### src/rtl/l2_flush_ctrl_pkg.sv
// rtl/l2_flush_ctrl_pkg.sv - shared types and defaults for the L2 flush sequencer
//
// Purpose: holds the flush FSM state encoding and default L2 geometry.
// These defaults match the spandex L2 set/way constants.
// Ports: none (package).

package l2_flush_ctrl_pkg;

  typedef enum logic [2:0] {
    ST_IDLE,
    ST_DRAIN,
    ST_ISSUE,
    ST_WAIT,
    ST_ACKWAIT,
    ST_DONE
  } l2_flush_state_t;

  localparam int L2_SETS_DEF = 256;
  localparam int L2_WAYS_DEF = 8;

endpackage

### src/rtl/l2_flush_ctrl_if.sv
// rtl/l2_flush_ctrl_if.sv - flush request / per-line evict bundle between flush ctrl and l2_fsm
//
// Purpose: groups the flush request handshake, the evict command channel and
// the flush status signals.
// Modports:
//   master - the flush controller. It drives ready, evict command, status and done.
//   slave  - the L2 side. It drives flush request, evict_ready, evict_done and mshr_cnt_zero.

interface l2_flush_ctrl_if #(
  parameter int SET_BITS = 8,
  parameter int WAY_BITS = 3
);
  logic                l2_flush_valid;
  logic                l2_flush_i;
  logic                l2_flush_ready;
  logic                evict_valid;
  logic                evict_ready;
  logic [SET_BITS-1:0] evict_set;
  logic [WAY_BITS-1:0] evict_way;
  logic                is_flush_all;
  logic                evict_done;
  logic                mshr_cnt_zero;
  logic                ongoing_flush;
  logic                flush_done;

  modport master (
    input  l2_flush_valid, l2_flush_i, evict_ready, evict_done, mshr_cnt_zero,
    output l2_flush_ready, evict_valid, evict_set, evict_way, is_flush_all,
           ongoing_flush, flush_done
  );

  modport slave (
    output l2_flush_valid, l2_flush_i, evict_ready, evict_done, mshr_cnt_zero,
    input  l2_flush_ready, evict_valid, evict_set, evict_way, is_flush_all,
           ongoing_flush, flush_done
  );
endinterface

### src/rtl/l2_flush_cnt.sv
// rtl/l2_flush_cnt.sv - nested set/way walk counter with last-line flag
//
// Purpose: walks (set, way) in order: way is the inner index and set is the outer index.
// It is reusable by any whole-cache walker.
// Ports:
//   clk, rst        clock, async active-high reset
//   clr             restart the walk at (0,0)
//   adv             step to the next line
//   set_idx/way_idx current line
//   last            current line is (SETS-1, WAYS-1)

module l2_flush_cnt #(
  parameter int SETS     = 256,
  parameter int WAYS     = 8,
  parameter int SET_BITS = $clog2(SETS),
  parameter int WAY_BITS = $clog2(WAYS)
) (
  input  logic                clk,
  input  logic                rst,
  input  logic                clr,
  input  logic                adv,
  output logic [SET_BITS-1:0] set_idx,
  output logic [WAY_BITS-1:0] way_idx,
  output logic                last
);

  // One spare bit on each counter means stepping past the final line yields
  // SETS rather than aliasing back to set 0.
  localparam logic [SET_BITS:0] SET_LAST = (SET_BITS+1)'(SETS - 1);
  localparam logic [WAY_BITS:0] WAY_LAST = (WAY_BITS+1)'(WAYS - 1);

  logic [SET_BITS:0] set_q;
  logic [WAY_BITS:0] way_q;

  always_ff @(posedge clk or posedge rst) begin
    if (rst) begin
      set_q <= '0;
      way_q <= '0;
    end else if (clr) begin
      set_q <= '0;
      way_q <= '0;
    end else if (adv) begin
      if (way_q == WAY_LAST) begin
        way_q <= '0;
        set_q <= set_q + 1'b1;
      end else begin
        way_q <= way_q + 1'b1;
      end
    end
  end

  assign last    = (set_q == SET_LAST) && (way_q == WAY_LAST);
  assign set_idx = set_q[SET_BITS-1:0];
  assign way_idx = way_q[WAY_BITS-1:0];

endmodule

### src/rtl/l2_flush_ctrl.sv
// rtl/l2_flush_ctrl.sv - L2 flush sequencer: walks every line through l2_fsm, then drains MSHRs
//
// Purpose: accepts one flush and drains in-flight misses. It then issues one
// evict command per (set, way) in order, waiting for evict_done after each.
// Finally it waits for the writebacks to be acked and pulses flush_done.
// Ports:
//   clk, rst  clock, async active-high reset
//   bus       l2_flush_ctrl_if master side: the flush request handshake, the evict command channel,
//             evict_done, mshr_cnt_zero, and the status outputs
//             ongoing_flush, is_flush_all and flush_done
// Every output is decoded from registered state only.

module l2_flush_ctrl
  import l2_flush_ctrl_pkg::*;
#(
  parameter int L2_SETS  = L2_SETS_DEF,
  parameter int L2_WAYS  = L2_WAYS_DEF,
  parameter int SET_BITS = $clog2(L2_SETS),
  parameter int WAY_BITS = $clog2(L2_WAYS)
) (
  input logic             clk,
  input logic             rst,
  l2_flush_ctrl_if.master bus
);

  l2_flush_state_t     state_q;
  l2_flush_state_t     state_d;
  logic                flush_all_q;
  logic                accept;
  logic                cnt_adv;
  logic                cnt_last;
  logic [SET_BITS-1:0] cnt_set;
  logic [WAY_BITS-1:0] cnt_way;

  logic o_ready;
  logic o_valid;
  logic o_ongoing;
  logic o_done;

  assign accept  = (state_q == ST_IDLE) && bus.l2_flush_valid;
  // evict_done is only meaningful while waiting on a line.
  assign cnt_adv = (state_q == ST_WAIT) && bus.evict_done;

  l2_flush_cnt #(
    .SETS     (L2_SETS),
    .WAYS     (L2_WAYS),
    .SET_BITS (SET_BITS),
    .WAY_BITS (WAY_BITS)
  ) u_cnt (
    .clk     (clk),
    .rst     (rst),
    .clr     (accept),
    .adv     (cnt_adv),
    .set_idx (cnt_set),
    .way_idx (cnt_way),
    .last    (cnt_last)
  );

  // State register
  always_ff @(posedge clk or posedge rst) begin
    if (rst) begin
      state_q     <= ST_IDLE;
      flush_all_q <= 1'b0;
    end else begin
      state_q <= state_d;
      if (accept) flush_all_q <= bus.l2_flush_i;
    end
  end

  // Next-state logic
  always_comb begin
    state_d = state_q;
    case (state_q)
      ST_IDLE:    if (bus.l2_flush_valid) state_d = ST_DRAIN;
      ST_DRAIN:   if (bus.mshr_cnt_zero)  state_d = ST_ISSUE;
      ST_ISSUE:   if (bus.evict_ready)    state_d = ST_WAIT;
      // cnt_last still refers to the line just completed, because the counter
      // advances on this same edge.
      ST_WAIT:    if (bus.evict_done)     state_d = cnt_last ? ST_ACKWAIT : ST_ISSUE;
      ST_ACKWAIT: if (bus.mshr_cnt_zero)  state_d = ST_DONE;
      ST_DONE:                            state_d = ST_IDLE;
      default:                            state_d = ST_IDLE;
    endcase
  end

  // Output decode
  always_comb begin
    o_ready   = 1'b0;
    o_valid   = 1'b0;
    o_ongoing = 1'b1;
    o_done    = 1'b0;
    case (state_q)
      ST_IDLE: begin
        o_ready   = 1'b1;
        o_ongoing = 1'b0;
      end
      ST_ISSUE: o_valid = 1'b1;
      ST_DONE:  o_done  = 1'b1;
      default: ;
    endcase
  end

  assign bus.l2_flush_ready = o_ready;
  assign bus.evict_valid    = o_valid;
  assign bus.evict_set      = cnt_set;
  assign bus.evict_way      = cnt_way;
  assign bus.is_flush_all   = flush_all_q;
  assign bus.ongoing_flush  = o_ongoing;
  assign bus.flush_done     = o_done;

endmodule

### src/flat_wrapper.sv
// flat-port wrapper written by rule: the top's interface ports become plain ports
module l2_flush_ctrl_flat import l2_flush_ctrl_pkg::*;
#(
  parameter int L2_SETS  = L2_SETS_DEF,
  parameter int L2_WAYS  = L2_WAYS_DEF,
  parameter int SET_BITS = $clog2(L2_SETS),
  parameter int WAY_BITS = $clog2(L2_WAYS)
)
  (clk, rst, bus_l2_flush_valid, bus_l2_flush_i, bus_evict_ready, bus_evict_done, bus_mshr_cnt_zero, bus_l2_flush_ready, bus_evict_valid, bus_evict_set, bus_evict_way, bus_is_flush_all, bus_ongoing_flush, bus_flush_done);
  l2_flush_ctrl_if #(.SET_BITS(SET_BITS), .WAY_BITS(WAY_BITS)) bus_i ();
  input logic clk;
  input logic rst;
  input wire logic [$bits(bus_i.l2_flush_valid)-1:0] bus_l2_flush_valid;
  input wire logic [$bits(bus_i.l2_flush_i)-1:0] bus_l2_flush_i;
  input wire logic [$bits(bus_i.evict_ready)-1:0] bus_evict_ready;
  input wire logic [$bits(bus_i.evict_done)-1:0] bus_evict_done;
  input wire logic [$bits(bus_i.mshr_cnt_zero)-1:0] bus_mshr_cnt_zero;
  output wire logic [$bits(bus_i.l2_flush_ready)-1:0] bus_l2_flush_ready;
  output wire logic [$bits(bus_i.evict_valid)-1:0] bus_evict_valid;
  output wire logic [$bits(bus_i.evict_set)-1:0] bus_evict_set;
  output wire logic [$bits(bus_i.evict_way)-1:0] bus_evict_way;
  output wire logic [$bits(bus_i.is_flush_all)-1:0] bus_is_flush_all;
  output wire logic [$bits(bus_i.ongoing_flush)-1:0] bus_ongoing_flush;
  output wire logic [$bits(bus_i.flush_done)-1:0] bus_flush_done;
  assign bus_i.l2_flush_valid = bus_l2_flush_valid;
  assign bus_i.l2_flush_i = bus_l2_flush_i;
  assign bus_i.evict_ready = bus_evict_ready;
  assign bus_i.evict_done = bus_evict_done;
  assign bus_i.mshr_cnt_zero = bus_mshr_cnt_zero;
  assign bus_l2_flush_ready = bus_i.l2_flush_ready;
  assign bus_evict_valid = bus_i.evict_valid;
  assign bus_evict_set = bus_i.evict_set;
  assign bus_evict_way = bus_i.evict_way;
  assign bus_is_flush_all = bus_i.is_flush_all;
  assign bus_ongoing_flush = bus_i.ongoing_flush;
  assign bus_flush_done = bus_i.flush_done;
  l2_flush_ctrl #(.L2_SETS(L2_SETS), .L2_WAYS(L2_WAYS), .SET_BITS(SET_BITS), .WAY_BITS(WAY_BITS)) u_core (.clk(clk), .rst(rst), .bus(bus_i));
endmodule
### config.mk
export PLATFORM = sky130hd
export DESIGN_NAME = l2_flush_ctrl_flat
export DESIGN_NICKNAME = d
export VERILOG_FILES = /design/src/rtl/l2_flush_ctrl_pkg.sv /design/src/rtl/l2_flush_ctrl_if.sv /design/src/rtl/l2_flush_cnt.sv /design/src/rtl/l2_flush_ctrl.sv /design/src/flat_wrapper.sv
export SDC_FILE = /design/constraint.sdc
export NUM_CORES = 1
export LEC_CHECK = 0
export CAP_MARGIN = 20
export CORE_MARGIN = 3
export CORE_UTILIZATION = 40
export DETAILED_ROUTE_END_ITERATION = 10
export PLACE_DENSITY = 0.74
export SETUP_SLACK_MARGIN = 0.15
export SLEW_MARGIN = 5
export SYNTH_ARGS = -nofsm -noshare
export SYNTH_HDL_FRONTEND = slang
export SYNTH_SLANG_ARGS = --single-unit
### constraint.sdc
create_clock -name clk -period 1.8 [get_ports clk]
set_clock_uncertainty 0.1 [all_clocks]
set_input_delay 0.54 -clock clk [delete_from_list [all_inputs] [get_ports clk]]
set_output_delay 0.54 -clock clk [all_outputs]
set_load 0.02 [all_outputs]
==> impl_metrics.tcl, run 1 <==
set metrics [dict create \
    overflow 0 \
    syn_area_per_cell_um2 9.33 \
    viasPerCell 5.61 \
    diodes 0 \
    crit_path_top_delay_cell "or4_1" \
    power.density_nw_per_um2 829 \
    layout-drive-gt1-share 0.436 \
    dpl-instance-area_um2 1320 \
    path_class "flip-flop to flip-flop" \
    met1_usage 0.213 \
    hpwl_um 1810 \
    start_util 0.429 \
    use_met2 0.294 \
    numPortBuffers 22 \
    clock_latency_ns 0.31 \
    rsz0062_at_grt "yes" \
    ys_ff_latch 17 \
    grt_usage 0.172 \
    hold-worst-slack_ns 0.392 \
    drc_errors 0 \
    worst_pin_slew_ns 0.283 \
    h-tree-depth 1 \
    maxCapViolations 0 \
    fin_ws_ns -0.0219 \
    slew_headroom 0.809 \
    cp_data_required_time_ns 1.93 \
    leakagePower_nw 0.712 \
    holdCritPathClass "flip-flop to flip-flop" \
    cts_buffers 3 \
    fin_util 0.635 \
    gp_congestion 0.781 \
    end_kind "flip-flop" \
    cts_tree "yes" \
    violations "setup timing" \
    firstDrtPassIters 4 \
    nets 167 \
    vias 1044 \
    clkTransAtPathRegs_ns 0.11 \
    final_cell_area_um2 1600 \
    ys_warn_count 0 \
    antenna_found_initial 0 \
    postRouteWirelength_um 3100 \
    synth_area_um2 1080 \
    grt_pass1_wl_um 4420 \
    drv_slew 0 \
    syn_to_final_growth_pct 48.1 \
    start_kind "flip-flop" \
    synthDistinctLibCells 34 \
    die-area_um2 3370 \
    dieWidth_um 58.0 \
    fp.dieH_um 58.0 \
    cts_buffer_depth 2 \
    outcome "finished, violations left" \
    grt_max_degree 18 \
    cts_root_buf "clkbuf_4" \
    grt_pass1_vias 964 \
    setup_viol 1 \
    placementRows 18 \
    max-vdd-ir-drop_uv 752 \
    use_met3 0.0267 \
    clock.fmax_ghz 0.549 \
    fin_tns_setup_ns -0.0219 \
    synth_fp_nets 126 \
    cts_sinks 17 \
    synth_seq_area_share 0.393 \
    ioPinCount 23 \
    dr.first_iter.drc_count 50 \
    n_fill_cell 212 \
    crit_path_max_incr_delay_ns 0.57 \
    antenna_left 0 \
    core_area_um2 2520 \
    avgRoutedWirePerCell_um 16.6 \
    busiest_layer "met2" \
    finalHoldViolCount 0 \
    finalCritPeriodShare 1.01 \
    finalCriticalPeriod_ns 1.82 \
    crit_fanout 12 \
    synth_cells 116 \
    cp_cell_sequence "buf_4 -> nand4b_4 -> or4_1 -> a21oi_1" \
    critical_path_arrival_ns 1.95 \
]
layer usage:
layer / vias to the layer above / part of all wire
met5: - / 0
met4: 0 / 0.034
met3: 9 / 0.044
met2: 35 / 0.53
met1: 508 / 0.39
li1: 492 / -
kinds of logic after synthesis:
logic type / after synthesis / share of synthesized area
AO/OA/AOI/OAI: 22 / 0.121
adder cells (fa/ha/maj): 3 / 0.0347
buffers and inverters: 25 / 0.138
flip-flops: 17 / 0.393
multiplexers: 4 / 0.0486
AND/OR/NAND/NOR: 45 / 0.265
path summary, 6_finish.rpt:
kind	start	to	slack (ns)	cells past startpoint
max in group asynchronous	rst	u_core.state_q[2]	0.96	3
setup / recovery	u_core.state_q[1]	u_core.u_cnt.set_q[4]	-0.02	4
min in group asynchronous	rst	u_core.u_cnt.set_q[4]	0.43	3
hold reg to reg	u_core.bus.is_flush_all	u_core.bus.is_flush_all	0.39	2
hold / removal	u_core.bus.is_flush_all	u_core.bus.is_flush_all	0.39	2
setup reg to reg	u_core.state_q[1]	u_core.u_cnt.set_q[4]	-0.02	4
synth_stat cells:
library cell  number  share of area
or3b_2             1         0.0081
a21oi_1            9          0.042
nand3b_1           1         0.0069
o21ai_0            5          0.023
nor2b_1            2          0.012
nand3_1            5          0.023
mux2i_1            3          0.028
o211ai_1           1         0.0069
ha_1               3          0.035
nor3_1             2         0.0092
and4b_1            1         0.0092
clkbuf_1           2         0.0069
o31ai_1            4          0.028
nand2_1           14          0.049
nand4_1            1         0.0058
dfrtp_1           17           0.39
o41ai_1            1         0.0081
nor4b_2            1          0.014
nand2b_1           3          0.017
buf_2              2         0.0092
o22ai_1            1         0.0058
nand4b_4           1          0.022
nor3b_1            1         0.0069
or4b_2             1         0.0092
buf_4             11          0.076
or3_1              2          0.012
nor4_1             3          0.017
inv_1              8          0.028
or4_1              4          0.028
buf_6              1          0.010
clkbuf_4           1         0.0069
mux4_2             1          0.021
a311oi_1           1         0.0081
and3b_1            2          0.016
layout by cell type (no fill, tap or decap), types with 4 or more instances in the layout:
cell type        synthesis  layout
a21oi_1                  9       9
buf_2                    2       4
buf_4                   11      28
buf_6                    1       7
clkdlybuf4s15_2          0       4
clkdlybuf4s50_1          0       4
dfrtp_1                 17      15
inv_1                    8       8
nand2_1                 14      13
nand3_1                  5       4
o21ai_0                  5       5
o31ai_1                  4       4
or4_1                    4       4
worst max-delay path, delay by kind of cell (launching register included):
| family | cells | cell delay, ns |
|---|---|---|
| flops | 1 | 0.44 |
| buf+inv | 1 | 0.25 |
| simple gates | 2 | 0.76 |
| compound gates | 1 | 0.19 |
flip-flops by register name (all words and copies together) (netlist names):
name                     cells
u_core.u_cnt.way_q           4
u_core.bus.is_flush_all      1
u_core.u_cnt.set_q           9
u_core.state_q               3
power breakdown:
part	total (mW)	internal (mW)	switching, mW
registers	0.551	0.460	0.0912
logic	0.556	0.281	0.275
clock network	0.222	0.0867	0.135
total	1.33	0.828	0.501
stage by stage:
stage,cells,total power [mW],setup WS (ns)
2_1_floorplan,116,0.833,0.0543
3_3_place_gp,163,0.958,-0.382
3_5_place_dp,163,0.980,-0.405
4_1_cts,178,1.24,0.00706
5_1_grt,186,1.40,-0.119
6_report,186,1.33,-0.0219
layout make-up:
class                      instances  area (um^2)  share of cell area
sequential                        17          428               0.267
timing repair buffer              51          427               0.266
inverter                           8         30.0              0.0187
clock buffer                       4         26.3              0.0164
multi-input combinational         76          654               0.408
tap                               30         37.5              0.0234
what timing repair did:
item,4_1_cts,5_1_grt
setup buffers,9,8
gates cloned,2,0
pin swaps,3,5
endpoints found under the setup margin,33,26
resized for setup,69,24
endpoints found under the hold margin,0,0
hold buffers,0,0
Power figures use the tool's default switching activity.
==> run 2: changes to the inputs <==
--- a/config.mk
+++ b/config.mk
@@ -9,7 +9,8 @@
 export CORE_MARGIN = 3
 export CORE_UTILIZATION = 40
 export DETAILED_ROUTE_END_ITERATION = 10
-export PLACE_DENSITY = 0.74
+export DONT_BUFFER_PORTS = 1
+export PLACE_DENSITY = 0.63
 export SETUP_SLACK_MARGIN = 0.15
 export SLEW_MARGIN = 5
 export SYNTH_ARGS = -nofsm -noshare
==> run 2 against run 1 <==
  * Highest routed layer unchanged
  * Die area is the same
  * Flip-flop and latch count unchanged
  * Largest cell class unchanged
  * The flow still finishes with violations (setup timing)
  * Total power down 8.6%
  * Non-clock buffer count down 19
  * Maximum frequency decreased by 0.59%
  * Global-route usage is 0.75 points lower
  * Critical path type is now flip-flop to primary output
  * Core utilization fell by 5.1 points
==> impl_metrics.tcl, run 2 (synthesized netlist as in run 1, its figures left out) <==
set metrics [dict create \
    placementRows 18 \
    crit_path_top_delay_cell "dfrtp_1" \
    grt_usage 0.165 \
    p_sw_mw 0.469 \
    cp.depth 3 \
    drc_errors 0 \
    antenna_found_initial 0 \
    dr.first_iter.drc_count 33 \
    finalCritPeriodShare 1.02 \
    grt_pass1_wl_um 4300 \
    end_kind "primary output" \
    hpwl_um 1650 \
    pwr-share-clk 0.181 \
    dpl-instance-area_um2 1150 \
    diodes 0 \
    regArea_um2 427 \
    cp_data_required_time_ns 1.16 \
    cts_root_buf "clkbuf_4" \
    core_area_um2 2520 \
    antenna_left 0 \
    power.density_nw_per_um2 824 \
    regToRegEndpoint "u_core.u_cnt.set_q[3]" \
    gp_congestion 0.794 \
    dp.cells 148 \
    viasPerCell 5.74 \
    crit_path_max_incr_delay_ns 0.42 \
    worst_pin_slew_ns 0.296 \
    postRouteWirelength_um 2760 \
    fp.dieH_um 58.0 \
    critical_path_arrival_ns 1.19 \
    grt_max_degree 11 \
    multi_input_area_um2 687 \
    drv_slew 0 \
    combPwrFrac 0.381 \
    critPathBufInv 2 \
    crit_path_start "u_core.state_q[2]" \
    clkTransAtPathRegs_ns 0.11 \
    vias 959 \
    maxCapViolations 0 \
    crit_fanout 4 \
    path_delay_family "flip-flops" \
    cts_sinks 17 \
    finalCriticalPeriod_ns 1.83 \
    endpoint "bus_l2_flush_ready" \
    nets 148 \
    holdCritPathClass "input port to flip-flop" \
    finalPower_mw 1.21 \
    avgRoutedWirePerCell_um 16.5 \
    ioPinCount 23 \
    start_kind "flip-flop" \
    top_regs "u_core.u_cnt.set_q: 9 flops, u_core.u_cnt.way_q: 4 flops, u_core.state_q: 3 flops" \
    violations "setup timing" \
    overflow 0 \
    rsz0062_at_grt "yes" \
    final_common_cell "buf_4" \
    grt_pass1_vias 907 \
    rrSetupSlack_ns 0 \
    setup_viol 4 \
    outcome "finished, violations left" \
    dieWidth_um 58.0 \
    fin_cells 167 \
    cts_buffer_depth 2 \
    slew_headroom 0.801 \
    cts_tree "yes" \
    start_util 0.429 \
    mostFrequentLayoutCells "buf_4, dfrtp_1, nand2_1" \
    rr_worst_depth 5 \
    final_cell_area_um2 1470 \
    internal_power_mw 0.746 \
    path_class "flip-flop to primary output" \
    firstDrtPassIters 4 \
    clock_latency_ns 0.30 \
    h-tree-depth 1 \
    largest_reg_flops 9 \
    fin_ws_ns -0.0328 \
    die-area_um2 3370 \
    leakagePower_nw 0.648 \
    top_register "u_core.u_cnt.set_q" \
    finalHoldViolCount 0 \
    n_fill_cell 231 \
    max-vdd-ir-drop_uv 477 \
    syn_to_final_growth_pct 36.2 \
    cts_buffers 3 \
    crit_top_cell "buf_6" \
    clock.fmax_ghz 0.546 \
    p_seq_frac 0.438 \
    reg2reg_from "u_core.state_q[2]" \
    cp_cell_sequence "buf_6 -> nor3_4 -> buf_6" \
    layout-drive-gt1-share 0.453 \
    numPortBuffers 0 \
    p_sw_frac 0.386 \
]
[run 2: cell count changes in the layout (fill, tap and decap cells not counted), moves of 2 or more]
cell             previous run  this run
buf_2                       4         0
nor4_2                      2         0
clkdlybuf4s15_2             4         0
a21oi_2                     0         4
ha_1                        0         2
a21oi_1                     9         5
or4_1                       4         1
or4_4                       0         3
buf_4                      28        25
clkdlybuf4s50_1             4         0
dlygate4sd2_1               2         0
nor4_4                      1         3
[run 2: what timing repair did]
item                       4_1_cts  5_1_grt
pin swaps                        5       10
gates cloned                     1        1
setup endpoints to repair       15       17
hold endpoints to repair         7        0
gates resized for setup         12       22
hold buffers                     1        0
buffers inserted                 7        5
[run 2: power by group through the flow]
stage                     registers (mW)  logic, mW  clock network [mW]
after floorplan                    0.537      0.295                   0
after global placement             0.528      0.367                   0
after detailed placement           0.531      0.376                   0
after CTS                          0.531      0.420               0.221
after global routing               0.545      0.515               0.241
final                              0.532      0.463               0.220
[run 2: cell type report]
cell class              count  share of cell area
clock buffers               3              0.0153
well taps                  30              0.0255
flip-flops and latches     17               0.289
clock inverters             1             0.00340
repair buffers             32               0.180
inverters                   8              0.0204
multi-input cells          76               0.466
[run 2: how the worst min path moves through the flow]
stage | startpoint | endpoint | slack, ns | depth (start not counted)
final | bus_l2_flush_i | u_core.bus.is_flush_all | 0.25 | 2
after global routing | bus_l2_flush_i | u_core.bus.is_flush_all | 0.24 | 2
after CTS | bus_l2_flush_i | u_core.bus.is_flush_all | 0.24 | 2
after detailed placement | rst | u_core.state_q[0] | 0.30 | 1
after global placement | rst | u_core.state_q[0] | 0.29 | 1
after floorplan | rst | u_core.bus.is_flush_all | 0.37 | 1
[run 2: stage by stage]
step           setup WS [ns]  setup TNS (ns)   util  hold slack [ns]
2_1_floorplan         0.0543               0      -            0.366
3_3_place_gp           0.111               0  0.457            0.295
3_5_place_dp          0.0802               0  0.457            0.302
4_1_cts              -0.0235         -0.0537  0.519            0.242
5_1_grt              -0.0813          -0.439  0.584            0.244
6_report             -0.0328         -0.0679  0.584            0.251
[run 2: metal layers]
metal,global-route usage,share of wire,up-vias
met4,0.0695,0.0054,0
met1,0.215,0.44,474
li1,-,-,458
met5,0,0,-
met2,0.255,0.51,25
met3,0.0468,0.048,2
==> run 3: changes to the inputs <==
--- a/config.mk
+++ b/config.mk
@@ -7,10 +7,10 @@
 export LEC_CHECK = 0
 export CAP_MARGIN = 20
 export CORE_MARGIN = 3
-export CORE_UTILIZATION = 40
+export CORE_UTILIZATION = 60
 export DETAILED_ROUTE_END_ITERATION = 10
 export DONT_BUFFER_PORTS = 1
-export PLACE_DENSITY = 0.63
+export PLACE_DENSITY = 0.85
 export SETUP_SLACK_MARGIN = 0.15
 export SLEW_MARGIN = 5
 export SYNTH_ARGS = -nofsm -noshare
==> run 3 against run 2 <==
  * The flow now stops in global routing
  * Area after synthesis stayed put
  * Synthesized cell count stayed put
==> impl_metrics.tcl, run 3 <==
set metrics [dict create \
    fp.dieH_um 48.5 \
    synth_xor_area_frac 0 \
    yosysTopAreaCell "dfrtp_1" \
    dieWidth_um 48.5 \
    cts_sinks 17 \
    worst_endpoint "bus_l2_flush_ready" \
    syn_area_per_cell_um2 9.33 \
    dp.cells 142 \
    synth_top_flop_cell "dfrtp_1" \
    synth_top_area_share 0.393 \
    synth_fp_nets 126 \
    placementRows 14 \
    start_util 0.679 \
    firstError "[ERROR DPL-0038] Utilization greater than 100%, impossible to legalize" \
    gp_congestion 0.811 \
    haltStage "global routing" \
    holdBufCountCts 0 \
    synth_area_um2 1080 \
    grt_max_degree 18 \
    cts_buffer_depth 2 \
    cts_buffers 3 \
    synthTopCellsByArea "dfrtp_1, buf_4, nand2_1" \
    ys_warn_count 0 \
    synth_edf_count 0 \
    synthTopCellsByCount "dfrtp_1, nand2_1, buf_4, a21oi_1, inv_1" \
    ys_ff_latch 17 \
    synth_cells 116 \
    yosysMostFrequentCell "dfrtp_1" \
    synthDistinctLibCells 34 \
    synth_top_family_by_area "simple AND/OR/NAND/NOR gates" \
    numPortBuffers 0 \
    cts_root_buf "clkbuf_4" \
    synthArstFlopShare 1.00 \
    synth_compound_area_frac 0.121 \
    outcome "aborted with a tool error" \
    endpoint_type "primary output" \
    synth-simple-area-share 0.265 \
    synth_seq_area_share 0.393 \
    dpl-instance-area_um2 1150 \
    h-tree-depth 1 \
    ioPinCount 23 \
    synthAdderAreaFrac 0.0347 \
    synthMuxAreaShare 0.0486 \
    hpwl_um 1750 \
]
[run 3: cells by family after synthesis]
family,after synthesis
flip-flops,17
buffers and inverters,25
multiplexers,4
AND/OR/NAND/NOR,45
adder cells (fa/ha/maj),3
AO/OA/AOI/OAI,22
[run 3: timing repair]
| action | 4_1_cts |
|---|---|
| setup buffers | 10 |
| cloned | 1 |
| pin swaps | 4 |
| gates resized for setup | 12 |
| setup endpoints to repair | 14 |
[run 3: through the flow]
stage          setup WS, ns  TNS [ns]
4_1_cts             -0.0370   -0.0842
3_5_place_dp         0.0297         0
3_3_place_gp          0.125         0
2_1_floorplan        0.0543         0
==> run 4: changes to the inputs <==
--- a/config.mk
+++ b/config.mk
@@ -6,12 +6,11 @@
 export NUM_CORES = 1
 export LEC_CHECK = 0
 export CAP_MARGIN = 20
-export CORE_MARGIN = 3
-export CORE_UTILIZATION = 60
+export CORE_AREA = 3 3 64 66
 export DETAILED_ROUTE_END_ITERATION = 10
+export DIE_AREA = 0 0 67 69
 export DONT_BUFFER_PORTS = 1
-export PLACE_DENSITY = 0.85
-export SETUP_SLACK_MARGIN = 0.15
+export PLACE_DENSITY_LB_ADDON = 0.15
 export SLEW_MARGIN = 5
 export SYNTH_ARGS = -nofsm -noshare
 export SYNTH_HDL_FRONTEND = slang
==> run 4 against run 3 <==
  * The run now ends clean
==> impl_metrics.tcl, run 4 (synthesized netlist as in run 1, its figures left out) <==
set metrics [dict create \
    worst_pin_slew_ns 0.361 \
    vias 883 \
    clkTransAtPathRegs_ns 0.07 \
    grt_pass1_wl_um 4220 \
    outcome "finished clean" \
    fp.dieH_um 69 \
    viasPerCell 4.88 \
    crit_path_top_delay_cell "dfrtp_1" \
    antenna_found_initial 0 \
    cts_buffers 3 \
    antenna_left 0 \
    layout-drive-gt1-share 0.331 \
    crit_fanout 8 \
    clock.fmax_ghz 0.560 \
    cts_sinks 17 \
    power.density_nw_per_um2 905 \
    ioPinCount 23 \
    h-tree-depth 1 \
    crit_path_max_incr_delay_ns 0.39 \
    path_class "flip-flop to primary output" \
    cts_buffer_depth 2 \
    firstDrtPassIters 4 \
    grt_usage 0.117 \
    diodes 0 \
    nets 144 \
    drv_slew 0 \
    hold-worst-slack_ns 0.0366 \
    cp_data_required_time_ns 1.16 \
    rsz0062_at_grt "yes" \
    clock_latency_ns 0.25 \
    crit_top_cell "buf_6" \
    finalCriticalPeriod_ns 1.79 \
    top_regs "u_core.u_cnt.set_q: 9 flops, u_core.u_cnt.way_q: 4 flops, u_core.state_q: 3 flops" \
    slew_headroom 0.759 \
    holdCritPathClass "input port to asynchronous set/reset pin" \
    dr.first_iter.drc_count 30 \
    core_area_um2 3630 \
    reg2reg_from "u_core.state_q[2]" \
    dieWidth_um 67 \
    overflow 0 \
    numPortBuffers 0 \
    cts_tree "yes" \
    drc_errors 0 \
    max-vdd-ir-drop_uv 262 \
    cp_cell_sequence "buf_6 -> nor3_4 -> buf_6" \
    maxCapViolations 0 \
    start_util 0.298 \
    setup_viol 0 \
    mostFrequentLayoutCells "buf_4, dfrtp_1, nand2_1" \
    gp_congestion 0.767 \
    end_kind "primary output" \
    finalPower_mw 1.21 \
    postRouteWirelength_um 2510 \
    hpwl_um 1850 \
    placementRows 22 \
    leakagePower_nw 0.592 \
    top_register "u_core.u_cnt.set_q" \
    final_common_cell "buf_4" \
    start_kind "flip-flop" \
    fin_util 0.369 \
    avgRoutedWirePerCell_um 13.8 \
    critical_path_arrival_ns 1.15 \
    largest_reg_flops 9 \
    grt_max_degree 18 \
    cts_root_buf "clkbuf_8" \
    syn_to_final_growth_pct 24.0 \
    grt_pass1_vias 843 \
    finalHoldViolCount 0 \
    holdBufCountCts 0 \
    crit_path_start "u_core.state_q[2]" \
    finalCritPeriodShare 0.992 \
    die-area_um2 4620 \
]
## run 4: report_power, final
group          total (mW)  switching [mW]  internal (mW)
logic               0.403           0.232          0.171
clock network       0.293           0.136          0.157
registers           0.518          0.0581          0.460
total                1.21           0.426          0.788
## run 4: what timing repair did
item | CTS | global route
endpoints found under the hold margin | 0 | 0
pin swaps | 1 | 3
setup buffers | 3 | 7
endpoints found under the setup margin | 5 | 11
resized for setup | 8 | 3
## run 4: per-stage QoR
| step | instance area [um^2] | cells | setup TNS [ns] | worst slack (ns) |
|---|---|---|---|---|
| 4_1_cts | 1280 | 174 | 0 | 0.00155 |
| 3_3_place_gp | 1180 | 167 | 0 | 0.0191 |
| 3_5_place_dp | 1180 | 167 | 0 | 0.00339 |
| 6_report | 1340 | 181 | 0 | 0.0138 |
| 5_1_grt | 1340 | 181 | -0.0543 | -0.0296 |
| 2_1_floorplan | 1090 | 116 | -0.000990 | -0.000990 |
## run 4: final cells by class
class                   instances  area (um^2)
clock buffers                   4         45.0
fillers                       386         2290
inverters                       8         30.0
multi-input cells              74          542
flip-flops and latches         17          425
well taps                      48         60.1
repair buffers                 30          240
## run 4: final timing paths
| path | end | slack [ns] | depth (start not counted) |
|---|---|---|---|
| worst max-delay path | bus_l2_flush_ready | 0.01 | 3 |
| worst min-delay path | u_core.state_q[2] | 0.04 | 1 |
| worst max register to register | u_core.u_cnt.set_q[3] | 0.11 | 4 |
| worst min register to register | u_core.u_cnt.way_q[3] | 0.46 | 2 |
| max in group asynchronous | u_core.u_cnt.set_q[2] | 1.10 | 2 |
| min in group clk | u_core.bus.is_flush_all | 0.29 | 2 |
## run 4: routing by layer
layer,global-route usage,part of all wire,vias up
met5,0,0,-
met4,0.0473,0.011,0
met3,0.0293,0.050,2
met2,0.175,0.50,18
met1,0.159,0.43,426
li1,-,-,437
## run 4: critical path, delay by kind of cell (launching register included)
kind                   cells  cell delay (ns)
DFF                        1             0.39
buffers and inverters      2             0.29
and+or+nand+nor            1             0.21
